## config.mk

```make
export PLATFORM = sky130hd
export DESIGN_NAME = reg_display_scan_flat
export DESIGN_NICKNAME = d
export VERILOG_FILES = /design/src/rtl/reg_display_scan_pkg.sv /design/src/rtl/reg_display_scan_if.sv /design/src/rtl/reg_display_scan_hex_to_7seg.sv /design/src/rtl/reg_display_scan.sv /design/src/flat_wrapper.sv
export SDC_FILE = /design/constraint.sdc
export NUM_CORES = 1
export LEC_CHECK = 0
export CAP_MARGIN = 20
export CORE_MARGIN = 3
export CORE_UTILIZATION = 40
export DETAILED_ROUTE_END_ITERATION = 8
export SYNTH_ARGS = -nofsm -noshare
export SYNTH_HDL_FRONTEND = slang
export SYNTH_SLANG_ARGS = --single-unit
```

## constraint.sdc

```tcl
create_clock -name clk -period 3.2 [get_ports clk]
set_clock_uncertainty 0.05 [all_clocks]
set_input_delay 0.32 -clock clk [delete_from_list [all_inputs] [get_ports clk]]
set_output_delay 0.32 -clock clk [all_outputs]
set_load 0.01 [all_outputs]
```

## src/rtl/reg_display_scan_pkg.sv

```systemverilog
`default_nettype none
// ============================================================================
// Module      : reg_display_scan_pkg
// Description : Shared types, constants and the hex-to-segment table used by
//               the four-digit register display scanner.
// Revision    : 1.0 - initial release
// ============================================================================
package reg_display_scan_pkg;

  typedef logic [1:0] digit_idx_t;   // which of the four digits is lit
  typedef logic [3:0] nibble_t;      // one hex digit
  typedef logic [3:0] an_t;          // digit enables, active-low
  typedef logic [6:0] seg_t;         // segments {g,f,e,d,c,b,a}, active-low

  localparam digit_idx_t DIG0 = 2'd0;   // rightmost: reg1[3:0]
  localparam digit_idx_t DIG1 = 2'd1;   // reg1[7:4]
  localparam digit_idx_t DIG2 = 2'd2;   // reg0[3:0], carries the separator dot
  localparam digit_idx_t DIG3 = 2'd3;   // leftmost: reg0[7:4]

  localparam seg_t SEG_OFF = 7'h7F;
  localparam an_t  AN_OFF  = 4'hF;

  // Entry n holds the active-low segment pattern for hex digit n (entry 15 first).
  localparam logic [15:0][6:0] HEX_SEG = {
    7'h0E, 7'h06, 7'h21, 7'h46, 7'h03, 7'h08, 7'h10, 7'h00,
    7'h78, 7'h02, 7'h12, 7'h19, 7'h30, 7'h24, 7'h79, 7'h40
  };

  // Active-low one-cold digit enable for a digit index.
  function automatic an_t digit_an(input digit_idx_t d);
    return ~(an_t'(1) << d);
  endfunction

endpackage
`default_nettype wire

```

## src/rtl/reg_display_scan_if.sv

```systemverilog
`default_nettype none
// ============================================================================
// Module      : reg_display_scan_if
// Description : Register values and blank control in, display pins out.
//               master = register-file side, slave = display scanner.
// Revision    : 1.0 - initial release
// ============================================================================
interface reg_display_scan_if;
  import reg_display_scan_pkg::*;

  logic [7:0] reg0_val;
  logic [7:0] reg1_val;
  logic       blank;
  an_t        an;
  seg_t       seg;
  logic       dp;
  logic       frame_tick;

  modport master (
    output reg0_val, reg1_val, blank,
    input  an, seg, dp, frame_tick
  );

  modport slave (
    input  reg0_val, reg1_val, blank,
    output an, seg, dp, frame_tick
  );

endinterface
`default_nettype wire

```

## src/rtl/reg_display_scan_hex_to_7seg.sv

```systemverilog
`default_nettype none
// ============================================================================
// Module      : hex_to_7seg
// Description : Combinational hex nibble to active-low seven-segment decoder.
// Revision    : 1.0 - initial release
// ============================================================================
module hex_to_7seg
  import reg_display_scan_pkg::*;
(
  input  nibble_t nibble_i,
  output seg_t    seg_o
);

  assign seg_o = HEX_SEG[nibble_i];

endmodule
`default_nettype wire

```

## src/rtl/reg_display_scan.sv

```systemverilog
`default_nettype none
// ============================================================================
// Module      : reg_display_scan
// Description : Time-multiplexed 4-digit seven-segment driver showing
//               reg0 . reg1 as hex. Register values are snapshotted once per
//               frame so all four digits of a frame are coherent.
// Revision    : 1.0 - initial release
// ============================================================================
module reg_display_scan
  import reg_display_scan_pkg::*;
#(
  parameter  int DATA_W   = 8,
  parameter  int PRESCALE = 4,
  localparam int CNT_W    = ($clog2(PRESCALE) > 1) ? $clog2(PRESCALE) : 1
) (
  input  wire logic          clk,
  input  wire logic          rst,
  reg_display_scan_if.slave  disp_if
);

  localparam logic [CNT_W-1:0] CNT_LAST = CNT_W'(PRESCALE - 1);

  logic [CNT_W-1:0]  cnt_q, cnt_d;
  digit_idx_t        idx_q, idx_d;
  logic              started_q, started_d;
  logic [DATA_W-1:0] shadow0_q, shadow0_d;
  logic [DATA_W-1:0] shadow1_q, shadow1_d;
  an_t               an_q;
  seg_t              seg_q;
  logic              dp_q;
  logic              frame_tick_q;

  logic              tick;
  logic              frame_start;
  logic              show;
  nibble_t           nibble;
  seg_t              seg_dec;

  assign tick        = (cnt_q == CNT_LAST);
  assign cnt_d       = tick ? '0 : cnt_q + 1'b1;
  assign frame_start = tick && (idx_d == DIG0);
  // Once scanning has begun the outputs are refreshed every edge; the value only
  // changes on a tick or a blank transition, so the pins never glitch.
  assign show        = tick || started_q;

  // The first tick after reset lands on digit 0; later ticks step 0-1-2-3-0.
  always_comb begin
    idx_d     = idx_q;
    started_d = started_q;
    if (tick) begin
      started_d = 1'b1;
      idx_d     = started_q ? idx_q + 2'd1 : DIG0;
    end
  end

  // Frame-start snapshot; the freshly sampled value is used for digit 0 on the same edge.
  always_comb begin
    shadow0_d = frame_start ? disp_if.reg0_val : shadow0_q;
    shadow1_d = frame_start ? disp_if.reg1_val : shadow1_q;
  end

  // Pick the nibble for the digit that will be lit after this edge.
  always_comb begin
    case (idx_d)
      DIG0:    nibble = shadow1_d[3:0];
      DIG1:    nibble = shadow1_d[7:4];
      DIG2:    nibble = shadow0_d[3:0];
      default: nibble = shadow0_d[7:4];
    endcase
  end

  hex_to_7seg u_hex_to_7seg (
    .nibble_i (nibble),
    .seg_o    (seg_dec)
  );

  // Prescaler, digit index and frame snapshot registers.
  always_ff @(posedge clk or posedge rst) begin
    if (rst) begin
      cnt_q     <= '0;
      idx_q     <= DIG0;
      started_q <= 1'b0;
      shadow0_q <= '0;
      shadow1_q <= '0;
    end else begin
      cnt_q     <= cnt_d;
      idx_q     <= idx_d;
      started_q <= started_d;
      shadow0_q <= shadow0_d;
      shadow1_q <= shadow1_d;
    end
  end

  // Registered display pins; blank darkens enables and dot but leaves the scan running.
  always_ff @(posedge clk or posedge rst) begin
    if (rst) begin
      an_q         <= AN_OFF;
      seg_q        <= SEG_OFF;
      dp_q         <= 1'b1;
      frame_tick_q <= 1'b0;
    end else begin
      frame_tick_q <= frame_start;
      if (show) begin
        seg_q <= seg_dec;
        if (disp_if.blank) begin
          an_q <= AN_OFF;
          dp_q <= 1'b1;
        end else begin
          an_q <= digit_an(idx_d);
          dp_q <= (idx_d != DIG2);
        end
      end
    end
  end

  assign disp_if.an         = an_q;
  assign disp_if.seg        = seg_q;
  assign disp_if.dp         = dp_q;
  assign disp_if.frame_tick = frame_tick_q;

endmodule
`default_nettype wire

```

## src/flat_wrapper.sv

```systemverilog
// flat-port wrapper written by rule: the top's interface ports become plain ports
module reg_display_scan_flat import reg_display_scan_pkg::*;
#(
  parameter  int DATA_W   = 8,
  parameter  int PRESCALE = 4,
  localparam int CNT_W    = ($clog2(PRESCALE) > 1) ? $clog2(PRESCALE) : 1
)
  (clk, rst, disp_if_reg0_val, disp_if_reg1_val, disp_if_blank, disp_if_an, disp_if_seg, disp_if_dp, disp_if_frame_tick);
  reg_display_scan_if disp_if_i ();
  input  wire logic clk;
  input  wire logic rst;
  input wire logic [$bits(disp_if_i.reg0_val)-1:0] disp_if_reg0_val;
  input wire logic [$bits(disp_if_i.reg1_val)-1:0] disp_if_reg1_val;
  input wire logic [$bits(disp_if_i.blank)-1:0] disp_if_blank;
  output wire logic [$bits(disp_if_i.an)-1:0] disp_if_an;
  output wire logic [$bits(disp_if_i.seg)-1:0] disp_if_seg;
  output wire logic [$bits(disp_if_i.dp)-1:0] disp_if_dp;
  output wire logic [$bits(disp_if_i.frame_tick)-1:0] disp_if_frame_tick;
  assign disp_if_i.reg0_val = disp_if_reg0_val;
  assign disp_if_i.reg1_val = disp_if_reg1_val;
  assign disp_if_i.blank = disp_if_blank;
  assign disp_if_an = disp_if_i.an;
  assign disp_if_seg = disp_if_i.seg;
  assign disp_if_dp = disp_if_i.dp;
  assign disp_if_frame_tick = disp_if_i.frame_tick;
  reg_display_scan #(.DATA_W(DATA_W), .PRESCALE(PRESCALE)) u_core (.clk(clk), .rst(rst), .disp_if(disp_if_i));
endmodule
```

==> impl_metrics.xml, run 1 <==
<?xml version="1.0" encoding="UTF-8"?>
<metrics>
  <group name="finish">
    <metric name="final_core_util" unit="">0.533</metric>
    <metric name="final_design_area_no_fill" unit="µm²">2420</metric>
    <metric name="post_route_cells_drive_above_1_share" unit="">0.189</metric>
    <metric name="signed_area_change_from_the_synthesized_netlist_to_the_final_layout" unit="%">22.9</metric>
    <metric name="final_stage_net_count" unit="">263</metric>
    <metric name="diodes" unit="">0</metric>
  </group>
  <group name="sta">
    <metric name="finalWorstSetupSlack" unit="ps">506</metric>
    <metric name="grt_setup_unrepaired" unit="">no</metric>
    <metric name="fmaxAchievable" unit="MHz">371</metric>
    <metric name="slew_violations" unit="">0</metric>
    <metric name="final.setup.tns" unit="ps">0</metric>
    <metric name="timing.slew.headroom" unit="">0.412</metric>
    <metric name="worst_pin_slew" unit="ps">881</metric>
    <metric name="fin_crit_share" unit="">0.842</metric>
    <metric name="timing.final.hold_violations" unit="">0</metric>
    <metric name="final-setup-viol-count" unit="">0</metric>
    <metric name="final.min_clock_period" unit="ps">2690</metric>
  </group>
  <group name="global_route">
    <metric name="grt_use_total" unit="">0.145</metric>
    <metric name="overflow" unit="">0</metric>
    <metric name="maximum_number_of_pins_on_one_net_before_global_route_repair" unit="">25</metric>
    <metric name="grt_pass1_wl" unit="mm">6.82</metric>
    <metric name="number_of_antenna_violations_at_the_first_check_in_global_routing" unit="">0</metric>
    <metric name="first_global_vias" unit="">1463</metric>
  </group>
  <group name="pwr">
    <metric name="design_power_total" unit="µW">963</metric>
    <metric name="power_density" unit="nW/µm²">399</metric>
    <metric name="power_leakage" unit="nW">1.00</metric>
    <metric name="power.ir.vdd_worst" unit="mV">0.243</metric>
  </group>
  <group name="setup_path">
    <metric name="arrival" unit="ps">2840</metric>
    <metric name="bufs_and_invs_on_worst_path" unit="">2</metric>
    <metric name="critical_path_peak_fanout" unit="">22</metric>
    <metric name="timing.critical_path.from_type" unit="">flip-flop</metric>
    <metric name="kind_of_cell_with_the_highest_combined_delay_on_the_critical_path" unit="">compound AO/OA/AOI/OAI gates</metric>
    <metric name="critical_path.endpoint_type" unit="">flip-flop</metric>
    <metric name="critical_path.slowest_cell" unit="">sky130_fd_sc_hd__ha_2</metric>
    <metric name="timing.setup.critical_path_class" unit="">flip-flop to flip-flop</metric>
    <metric name="crit_required" unit="ps">3350</metric>
    <metric name="worst_path_largest_cell_delay" unit="ps">410</metric>
    <metric name="cell_chain_critical_path" unit="">ha_2, and2b_4, o21ai_4, nor2_1, a31oi_1, inv_1, ha_1, inv_1, nor2_1, a2111oi_0, nor3_1</metric>
  </group>
  <group name="synth">
    <metric name="synth_area" unit="µm²">1970</metric>
    <metric name="ys_ff_latch" unit="">33</metric>
    <metric name="post_synth_inst_count" unit="">207</metric>
    <metric name="average_footprint_of_a_synthesized_cell" unit="µm²">9.50</metric>
    <metric name="synth_cell_types" unit="">58</metric>
    <metric name="ys_top_cells_by_area" unit="">sky130_fd_sc_hd__dfrtp_1 (28%), sky130_fd_sc_hd__dfstp_2 (15%), sky130_fd_sc_hd__nand2_1 (9.0%)</metric>
    <metric name="dominant_register_cell_in_the_synthesized_netlist" unit="">sky130_fd_sc_hd__dfrtp_1</metric>
    <metric name="yosys.area.top_type" unit="">sky130_fd_sc_hd__dfrtp_1</metric>
    <metric name="ys_warnings" unit="">0</metric>
    <metric name="asyncSetResetFlopFracSynth" unit="">1.00</metric>
    <metric name="synth_nets" unit="">233</metric>
    <metric name="post_synthesis_sequential_area_ratio" unit="">0.427</metric>
    <metric name="post-synth-top-area-fraction" unit="">0.280</metric>
    <metric name="edff_count_synth" unit="">0</metric>
  </group>
  <group name="cts">
    <metric name="cts_max_level" unit="">2</metric>
    <metric name="clk_pin_slew" unit="ps">70</metric>
    <metric name="clock-sinks" unit="">33</metric>
    <metric name="cts_tree" unit="">yes</metric>
    <metric name="cts_root_buf" unit="">sky130_fd_sc_hd__clkbuf_8</metric>
    <metric name="worst_skew_pair_later_pin_latency" unit="ps">280</metric>
    <metric name="cts_made_buffers" unit="">5</metric>
    <metric name="cts_setup_buffers" unit="">0</metric>
    <metric name="cts_buffer_depth" unit="">2</metric>
  </group>
  <group name="floorplan">
    <metric name="design.portCount" unit="">32</metric>
    <metric name="fp.coreArea" unit="µm²">4530</metric>
    <metric name="start_util" unit="">0.433</metric>
    <metric name="num_rows" unit="">24</metric>
    <metric name="chipWidth" unit="µm">76.1</metric>
    <metric name="floorplan.die.height" unit="µm">76.1</metric>
    <metric name="floorplan.die_area" unit="µm²">5790</metric>
  </group>
  <group name="detailed_routing">
    <metric name="routed_wire_length_per_instance" unit="µm">13.2</metric>
    <metric name="detail_route.vias_per_cell" unit="">5.11</metric>
    <metric name="dr_total_vias" unit="">1547</metric>
    <metric name="drt_pre_antenna_iters" unit="">5</metric>
    <metric name="antenna_left" unit="">0</metric>
    <metric name="drt_iter0_drc" unit="">78</metric>
    <metric name="drc" unit="">0</metric>
    <metric name="postRouteWirelength" unit="mm">4.01</metric>
  </group>
  <group name="place">
    <metric name="dp_hpwl" unit="mm">3.04</metric>
    <metric name="dp_worst_setup_slack" unit="ps">297</metric>
    <metric name="port-buffer-count" unit="">31</metric>
    <metric name="place_area" unit="µm²">2300</metric>
    <metric name="gp_routability_congestion" unit="">0.893</metric>
  </group>
  <group name="status">
    <metric name="result_of_the_run" unit="">finished clean</metric>
  </group>
  <group name="flow_run">
    <metric name="max_cap_violations" unit="">0</metric>
  </group>
  <group name="worst_hold_path">
    <metric name="hold_path.class" unit="">flip-flop to flip-flop</metric>
  </group>
</metrics>
-- what timing repair did --
action,CTS,global route
endpoints found under the setup margin,0,2
gates resized for setup,0,1
hold buffers,0,0
-- through the flow --
stage | instances | hold slack, ps
after floorplan | 207 | 353
after global placement | 295 | 362
after detailed placement | 295 | 377
after CTS | 303 | 387
after global routing | 303 | 424
final | 303 | 388
-- power by group --
group / internal, mW / switching, mW
combinational: 0.0569 / 0.0468
clock: 0.254 / 0.151
sequential: 0.442 / 0.0125
total: 0.753 / 0.210
-- cells in the final DEF (no fill, tap or decap), types with 2 or more instances in the layout --
| cell | Yosys | layout |
|---|---|---|
| sky130_fd_sc_hd__clkbuf_8 | 1 | 6 |
| sky130_fd_sc_hd__o21ai_1 | 7 | 7 |
| sky130_fd_sc_hd__clkdlybuf4s50_1 | 0 | 31 |
| sky130_fd_sc_hd__dfstp_2 | 11 | 11 |
| sky130_fd_sc_hd__buf_4 | 2 | 3 |
| sky130_fd_sc_hd__o21ai_4 | 2 | 2 |
| sky130_fd_sc_hd__dfrtp_1 | 22 | 22 |
| sky130_fd_sc_hd__a21oi_1 | 5 | 5 |
| sky130_fd_sc_hd__nor2b_1 | 2 | 2 |
| sky130_fd_sc_hd__inv_1 | 11 | 11 |
| sky130_fd_sc_hd__and3_1 | 2 | 2 |
| sky130_fd_sc_hd__a211oi_2 | 2 | 2 |
| sky130_fd_sc_hd__nor2_1 | 17 | 17 |
| sky130_fd_sc_hd__nand3_1 | 2 | 2 |
| sky130_fd_sc_hd__o22a_1 | 2 | 2 |
| sky130_fd_sc_hd__o21ai_0 | 5 | 5 |
| sky130_fd_sc_hd__a31oi_1 | 6 | 6 |
| sky130_fd_sc_hd__nor3_1 | 4 | 4 |
| sky130_fd_sc_hd__mux2_2 | 3 | 3 |
| sky130_fd_sc_hd__ha_1 | 7 | 6 |
| sky130_fd_sc_hd__o211ai_1 | 3 | 3 |
| sky130_fd_sc_hd__nand2_1 | 47 | 47 |
| sky130_fd_sc_hd__nand2b_1 | 4 | 4 |
-- worst reg2reg max path: cells and delay by family, from the launching register on --
kind,cells,cell delay [ps]
buffers and inverters,2,230
DFF,1,360
and+or+nand+nor,4,490
adders and majority gates,2,660
AOI/OAI and AO/OA,3,820
-- area by class of cell --
type	instances	area [µm²]
inverter	11	41.3
clock inverter	1	30.0
timing repair buffer	34	333
multi-input combinational	152	1000
tap	65	81.3
sequential	33	840
fill	425	2120
clock buffer	7	86.3
-- cells by family after synthesis --
logic type,after synthesis,share of synthesized area
AND/OR/NAND/NOR,94,0.241
AO/OA/AOI/OAI,48,0.207
flip-flops,33,0.427
buffers and inverters,22,0.0630
adder cells (fa/ha/maj),7,0.0446
multiplexers,3,0.0172
-- cells in the mapped netlist (2+ instances only) --
cell,instances
sky130_fd_sc_hd__a211oi_2,2
sky130_fd_sc_hd__a21oi_1,5
sky130_fd_sc_hd__a31oi_1,6
sky130_fd_sc_hd__and3_1,2
sky130_fd_sc_hd__buf_4,2
sky130_fd_sc_hd__buf_6,3
sky130_fd_sc_hd__clkbuf_1,3
sky130_fd_sc_hd__dfrtp_1,22
sky130_fd_sc_hd__dfstp_2,11
sky130_fd_sc_hd__ha_1,7
sky130_fd_sc_hd__inv_1,11
sky130_fd_sc_hd__mux2_2,3
sky130_fd_sc_hd__nand2_1,47
sky130_fd_sc_hd__nand2b_1,4
sky130_fd_sc_hd__nand3_1,2
sky130_fd_sc_hd__nor2_1,17
sky130_fd_sc_hd__nor2b_1,2
sky130_fd_sc_hd__nor3_1,4
sky130_fd_sc_hd__o211ai_1,3
sky130_fd_sc_hd__o21ai_0,5
sky130_fd_sc_hd__o21ai_1,7
sky130_fd_sc_hd__o21ai_4,2
sky130_fd_sc_hd__o22a_1,2
-- per-layer routing --
metal	vias up	wire length (µm)	GRT usage
li1	772	-	-
met1	724	1940	0.196
met2	43	1820	0.215
met3	8	184	0.0449
met4	0	69	0.0562
met5	-	0	0
-- final timing paths --
check	from	end	slack (ps)	depth (start not counted)
worst max-delay path	u_core.cnt_q[0]	u_core.disp_if.seg[0]	510	11
worst min-delay path	u_core.cnt_q[0]	u_core.cnt_q[0]	390	1
worst max register to register	u_core.cnt_q[0]	u_core.disp_if.seg[0]	510	11
worst min register to register	u_core.cnt_q[0]	u_core.cnt_q[0]	390	1
max in group asynchronous	rst	u_core.disp_if.seg[1]	1860	3
min in group asynchronous	rst	u_core.shadow0_q[6]	480	2
-- state kept, by name, summed over array words and instances (netlist names) --
register and flops:
u_core.shadow0_q 8, u_core.disp_if.frame_tick 1, u_core.idx_q 2, u_core.shadow1_q 8, u_core.disp_if.an 4, u_core.started_q 1
u_core.cnt_q 2, u_core.disp_if.seg 7
(Power assumes the default switching activity.)
==> run 2, diff against run 1 <==
--- a/config.mk
+++ b/config.mk
@@ -9,6 +9,7 @@
 export CORE_MARGIN = 3
 export CORE_UTILIZATION = 40
 export DETAILED_ROUTE_END_ITERATION = 8
+export PLACE_DENSITY = 0.65
 export SYNTH_ARGS = -nofsm -noshare
 export SYNTH_HDL_FRONTEND = slang
 export SYNTH_SLANG_ARGS = --single-unit
==> constraint.sdc (replaced) <==
create_clock -name clk -period 2.41 [get_ports clk]
set_clock_uncertainty 0.05 [all_clocks]
set_input_delay 0.241 -clock clk [delete_from_list [all_inputs] [get_ports clk]]
set_output_delay 0.241 -clock clk [all_outputs]
set_load 0.01 [all_outputs]
==> impl_metrics.xml, run 2 (same netlist as run 1, synthesis figures left out) <==
<?xml version="1.0" encoding="UTF-8"?>
<metrics>
  <group name="status">
    <metric name="result_of_the_run" unit="">finished clean</metric>
  </group>
  <group name="detailed_routing">
    <metric name="postRouteWirelength" unit="mm">4.74</metric>
    <metric name="drt_pre_antenna_iters" unit="">4</metric>
    <metric name="met3_wirelength_from_detailed_routing" unit="µm">204</metric>
    <metric name="drc" unit="">0</metric>
    <metric name="dr_wl_met2" unit="mm">2.24</metric>
    <metric name="dr_total_vias" unit="">1666</metric>
    <metric name="topRoutingLayerUsed" unit="">met4</metric>
    <metric name="antenna_left" unit="">0</metric>
    <metric name="route.layer.met1.wl" unit="mm">2.20</metric>
    <metric name="routed_wire_length_per_instance" unit="µm">14.2</metric>
    <metric name="drt_iter0_drc" unit="">46</metric>
    <metric name="detail_route.vias_per_cell" unit="">5.00</metric>
  </group>
  <group name="pwr">
    <metric name="design_power_total" unit="mW">1.31</metric>
    <metric name="power.ir.vdd_worst" unit="mV">0.274</metric>
    <metric name="power_density" unit="nW/µm²">481</metric>
    <metric name="power_leakage" unit="nW">1.16</metric>
  </group>
  <group name="sta">
    <metric name="final.min_clock_period" unit="ps">2340</metric>
    <metric name="final-setup-viol-count" unit="">0</metric>
    <metric name="slew_violations" unit="">0</metric>
    <metric name="worst_pin_slew" unit="ps">526</metric>
    <metric name="grt_setup_unrepaired" unit="">yes</metric>
    <metric name="timing.slew.headroom" unit="">0.648</metric>
    <metric name="timing.hold.ws" unit="ps">288</metric>
    <metric name="fmaxAchievable" unit="MHz">427</metric>
    <metric name="fin_crit_share" unit="">0.973</metric>
    <metric name="finalWorstSetupSlack" unit="ps">65.7</metric>
    <metric name="timing.final.hold_violations" unit="">0</metric>
  </group>
  <group name="finish">
    <metric name="final_stage_net_count" unit="">293</metric>
    <metric name="diodes" unit="">0</metric>
    <metric name="most-common-layout-cells" unit="">sky130_fd_sc_hd__nand2_1 (47), sky130_fd_sc_hd__clkdlybuf4s50_1 (31), sky130_fd_sc_hd__buf_4 (31), sky130_fd_sc_hd__dfrtp_1 (20), sky130_fd_sc_hd__nor2_1 (16)</metric>
    <metric name="layout_commonest_cell" unit="">sky130_fd_sc_hd__nand2_1</metric>
    <metric name="post_route_cells_drive_above_1_share" unit="">0.343</metric>
    <metric name="signed_area_change_from_the_synthesized_netlist_to_the_final_layout" unit="%">38.8</metric>
  </group>
  <group name="cts">
    <metric name="clk_pin_slew" unit="ps">70</metric>
    <metric name="clock-sinks" unit="">33</metric>
    <metric name="cts_made_buffers" unit="">5</metric>
    <metric name="cts_tree" unit="">yes</metric>
    <metric name="post_cts_hold_buffer_count" unit="">0</metric>
    <metric name="cts_root_buf" unit="">sky130_fd_sc_hd__clkbuf_8</metric>
    <metric name="cts_max_level" unit="">2</metric>
    <metric name="cts_buffer_depth" unit="">2</metric>
    <metric name="worst_skew_pair_later_pin_latency" unit="ps">290</metric>
  </group>
  <group name="setup_path">
    <metric name="bufs_and_invs_on_worst_path" unit="">3</metric>
    <metric name="crit_cells" unit="">9</metric>
    <metric name="arrival" unit="ps">2510</metric>
    <metric name="worst_path_largest_cell_delay" unit="ps">410</metric>
    <metric name="critical_path.endpoint_type" unit="">flip-flop</metric>
    <metric name="timing.setup.critical_path_class" unit="">flip-flop to flip-flop</metric>
    <metric name="reg2regPathDepth" unit="">9</metric>
    <metric name="timing.critical_path.from_type" unit="">flip-flop</metric>
    <metric name="critical_path_peak_fanout" unit="">8</metric>
    <metric name="critical_path.slowest_cell" unit="">sky130_fd_sc_hd__dfrtp_1</metric>
    <metric name="crit_required" unit="ps">2570</metric>
    <metric name="kind_of_cell_with_the_highest_combined_delay_on_the_critical_path" unit="">compound AO/OA/AOI/OAI gates</metric>
    <metric name="cell_chain_critical_path" unit="">ha_4, buf_6, buf_4, nand2b_1, a211oi_2, o311ai_4, clkbuf_2, a2111oi_2, nor3_2</metric>
  </group>
  <group name="global_route">
    <metric name="overflow" unit="">0</metric>
    <metric name="grt_use_total" unit="">0.168</metric>
    <metric name="number_of_antenna_violations_at_the_first_check_in_global_routing" unit="">0</metric>
    <metric name="grt_pass1_wl" unit="mm">7.82</metric>
    <metric name="first_global_vias" unit="">1665</metric>
    <metric name="maximum_number_of_pins_on_one_net_before_global_route_repair" unit="">34</metric>
  </group>
  <group name="floorplan">
    <metric name="chipWidth" unit="µm">76.1</metric>
    <metric name="floorplan.die.height" unit="µm">76.1</metric>
    <metric name="num_rows" unit="">24</metric>
    <metric name="start_util" unit="">0.433</metric>
    <metric name="fp.coreArea" unit="µm²">4530</metric>
    <metric name="floorplan.die_area" unit="µm²">5790</metric>
    <metric name="design.portCount" unit="">32</metric>
  </group>
  <group name="place">
    <metric name="dp_hpwl" unit="mm">3.33</metric>
    <metric name="dp_worst_setup_slack" unit="ps">-70.0</metric>
    <metric name="gp_routability_congestion" unit="">0.846</metric>
    <metric name="port-buffer-count" unit="">31</metric>
  </group>
  <group name="worst_hold_path">
    <metric name="hold_path.class" unit="">input port to async pin</metric>
  </group>
  <group name="flow_run">
    <metric name="max_cap_violations" unit="">0</metric>
  </group>
</metrics>
[run 2: changes by cell type in the layout (fill, tap and decap cells not counted), sizes merged]
| cell | delta |
|---|---|
| buf | +29 |
| clkbuf | +1 |
[run 2: layout make-up]
type / instances / area [µm²]
Inverter: 11 / 41.3
Timing Repair Buffer: 64 / 559
Clock buffer: 7 / 86.3
Fill cell: 394 / 1810
Multi-Input combinational cell: 152 / 1090
Sequential cell: 33 / 842
Clock inverter: 1 / 30.0
Tap cell: 65 / 81.3
[run 2: through the flow]
step	setup TNS [ps]	util	area, µm²	cells
6_report	0	0.602	2730	333
5_1_grt	-115	0.602	2730	333
4_1_cts	0	0.575	2610	327
3_5_place_dp	-135	0.548	2480	319
3_3_place_gp	-55.4	0.548	2480	319
2_1_floorplan	0	-	1970	207
[run 2: repair_timing]
action | 4_1_cts | 5_1_grt
endpoints found under the setup margin | 3 | 6
setup buffers | 0 | 6
gates resized for setup | 2 | 26
pin swaps | 0 | 10
[run 2: final timing paths]
check,from,endpoint,slack (ps)
setup / recovery,u_core.cnt_q[0],u_core.disp_if.seg[0],70
hold / removal,rst,u_core.shadow0_q[6],290
setup reg to reg,u_core.cnt_q[0],u_core.disp_if.seg[0],70
hold reg to reg,u_core.cnt_q[0],u_core.cnt_q[0],430
max in group asynchronous,rst,u_core.disp_if.an[3],1680
min in group clk,disp_if_reg0_val[6],u_core.shadow0_q[6],430
[run 2: power breakdown]
group	internal, mW	switching (mW)
combinational	0.0915	0.0736
clock	0.337	0.207
sequential	0.587	0.0164
[run 2: per-layer routing]
layer,global-route usage,up-vias
met2,0.270,40
met3,0.0343,10
met5,0,-
met1,0.222,781
li1,-,835
met4,0.0707,0
[run 2: worst register-to-register path: stages (launching register included)]
cell                        delay, ps
sky130_fd_sc_hd__dfrtp_1          410
sky130_fd_sc_hd__ha_4             190
sky130_fd_sc_hd__buf_6            130
sky130_fd_sc_hd__buf_4            160
sky130_fd_sc_hd__nand2b_1         160
sky130_fd_sc_hd__a211oi_2         300
sky130_fd_sc_hd__o311ai_4         200
sky130_fd_sc_hd__clkbuf_2         200
sky130_fd_sc_hd__a2111oi_2        410
sky130_fd_sc_hd__nor3_2            70
==> patch (config.mk and constraints of run 2) <==
`PRESCALE` is set to 4 in 2 places; all go to 8.
--- a/src/rtl/reg_display_scan.sv
+++ b/src/rtl/reg_display_scan.sv
@@ -12,3 +12,3 @@
   parameter  int DATA_W   = 8,
-  parameter  int PRESCALE = 4,
+  parameter  int PRESCALE = 8,
   localparam int CNT_W    = ($clog2(PRESCALE) > 1) ? $clog2(PRESCALE) : 1
--- a/src/flat_wrapper.sv
+++ b/src/flat_wrapper.sv
@@ -4,3 +4,3 @@
   parameter  int DATA_W   = 8,
-  parameter  int PRESCALE = 4,
+  parameter  int PRESCALE = 8,
   localparam int CNT_W    = ($clog2(PRESCALE) > 1) ? $clog2(PRESCALE) : 1
Check against the original RTL: not equivalent (a bounded check fails within 10 cycles, from zero or initial values and one cycle with rst high).
==> patch against run 2 <==
The flow now finishes with violations (setup timing). Setup slack worse by 0.17 ns. Final cell count down 18%. Worst hold slack better by 0.0074 ns. Sequential cell count up 1. Maximum frequency down 6.6%. Power up 1.6%. Wire length down 8.3%. Global-route usage up 0.36 points. Final area down 3.4%. Area after synthesis down 6.7%. Highest routed layer unchanged.
==> patch: results (changes against run 2) <==
Status
  • Status: complete, but fails checks (was complete, no violations)
  • Failing checks: setup timing

Placement
  • Placed instance area: 0.00238 mm² (was 0.00248 mm²)
  • Placed insts: 261 (was 319)
  • Dpl ws: -0.128 ns (was -0.0700 ns)
  • Hpwl dp: 3150 µm (was 3330 µm)
  • Gpl congestion: 0.908 (was 0.846)
  • Port bufs: 31 (unchanged)

Critical path
  • Top cell family by delay on the critical path: compound AO/OA/AOI/OAI gates (unchanged)
  • Crit path capture: u_core.disp_if.seg[3] (was u_core.disp_if.seg[0])
  • Crit-path max cell delay: 0.39 ns (was 0.41 ns)
  • Crit path arrival time: 2.66 ns (was 2.51 ns)
  • Highest net fanout along the worst path: 10 (was 8)

Timing
  • Final setup viols: 6 (was 0)
  • Fin Setup TNS: -0.378 ns (was 0 ns)
  • Final WS setup: -0.0997 ns (was 0.0657 ns)
  • Hold slack: 0.296 ns (was 0.288 ns)
  • Worst relative slew slack: 69.8% (was 64.8%)

Cells and area
  • Antenna cells: 0 (unchanged)
  • Non-clk bufs: 58 (was 64)
  • Layout Nets: 250 (was 293)
  • Multi-input combinational area share: 39.4% (was 39.9%)
  • Register area: 865 µm² (was 842 µm²)
  • Non-Clock Inverter Count: 8 (was 11)
  • Final clock-cell share: 4.42% (was 4.27%)
  • Comb_multi_in: 116 (was 152)
  • # fillers: 323 (was 394)
  • NonClk Buf Share: 19.8% (was 20.5%)
  • Share of cells above drive strength 1: 39.7% (was 34.3%)

Power and ir drop
  • Leakage power: 1.12 nW (was 1.16 nW)
  • Max IR drop VDD: 345 µV (was 274 µV)
  • PwrDens: 507 mW/mm² (was 481 mW/mm²)

Global routing
  • Initial antenna violation count: 0 (unchanged)
  • Gr usage total: 17.2% (was 16.8%)
  • Global-route wire length before repair: 7180 µm (was 7820 µm)
  • Vias in the first global route: 1577 (was 1665)
  • Largest net degree at the start of global routing: 35 (was 34)

Route
  • Drt first-iter violations: 94 (was 46)
  • WL per Instance: 15.9 µm (was 14.2 µm)
  • DRT Pass-1 Iters: 4 (unchanged)
  • Vias per std cell: 5.54 (was 5.00)
  • Vias: 1517 (was 1666)

Yosys
  • Synth cell count leaders: dfrtp_1, nand2_1, nor2_1, mux2_2, dfstp_2 (was nand2_1, dfrtp_1, nor2_1, dfstp_2, inv_1)
  • Adder-cell share of the synthesized area: 5.46% (was 4.46%)
  • Post-synthesis compound-gate area fraction: 18.6% (was 20.7%)
  • Sequential fraction of the synthesis area: 47.2% (was 42.7%)
  • Cells after synthesis: 166 (was 207)
  • Synth cell types: 51 (was 58)
  • #FFs+latches synth: 34 (was 33)
  • Synth warnings: 0 (unchanged)
  • Mapped Nets: 193 (was 233)
  • Average cell area after synthesis: 11.0 µm² (was 9.50 µm²)
  • Synth area leaders: dfrtp_1, dfstp_2, mux2_2 (was dfrtp_1, dfstp_2, nand2_1)
  • Multiplexer area fraction after synthesis: 10.2% (was 1.72%)

Clocking
  • Root Driver: clkbuf_8 (unchanged)
  • Clk slew on worst S/H paths: 0.07 ns (about the same)

Hold path
  • Worst min-delay path category: in -> async (unchanged)
## patch: cell count changes after synthesis, moves of 3 or more
cell	run 2	this run
mux2i_1	0	3
o211ai_1	3	0
nand2_1	47	15
inv_1	11	8
o21ai_1	7	0
nand2b_1	4	1
mux2_2	3	14
## patch: routing by layer
| layer | routed length, µm | track usage, % |
|---|---|---|
| met1 | 1950 | 21.1 |
| met2 | 2160 | 28.7 |
| met3 | 179 | 5.06 |
| met4 | 58 | 5.84 |
| met5 | 0 | 0 |
## patch: what timing repair did
action,4_1_cts,5_1_grt
endpoints found under the setup margin,7,7
pin swaps,4,5
setup buffers,2,3
resized for setup,10,14
## patch: power breakdown
| group | switching, W | total [W] | internal (W) |
|---|---|---|---|
| Clock | 0.000202 | 0.000539 | 0.000337 |
| Combinational | 0.0000721 | 0.000176 | 0.000104 |
| Sequential | 0.0000152 | 0.000619 | 0.000604 |
| Total | 0.000290 | 0.00133 | 0.00104 |
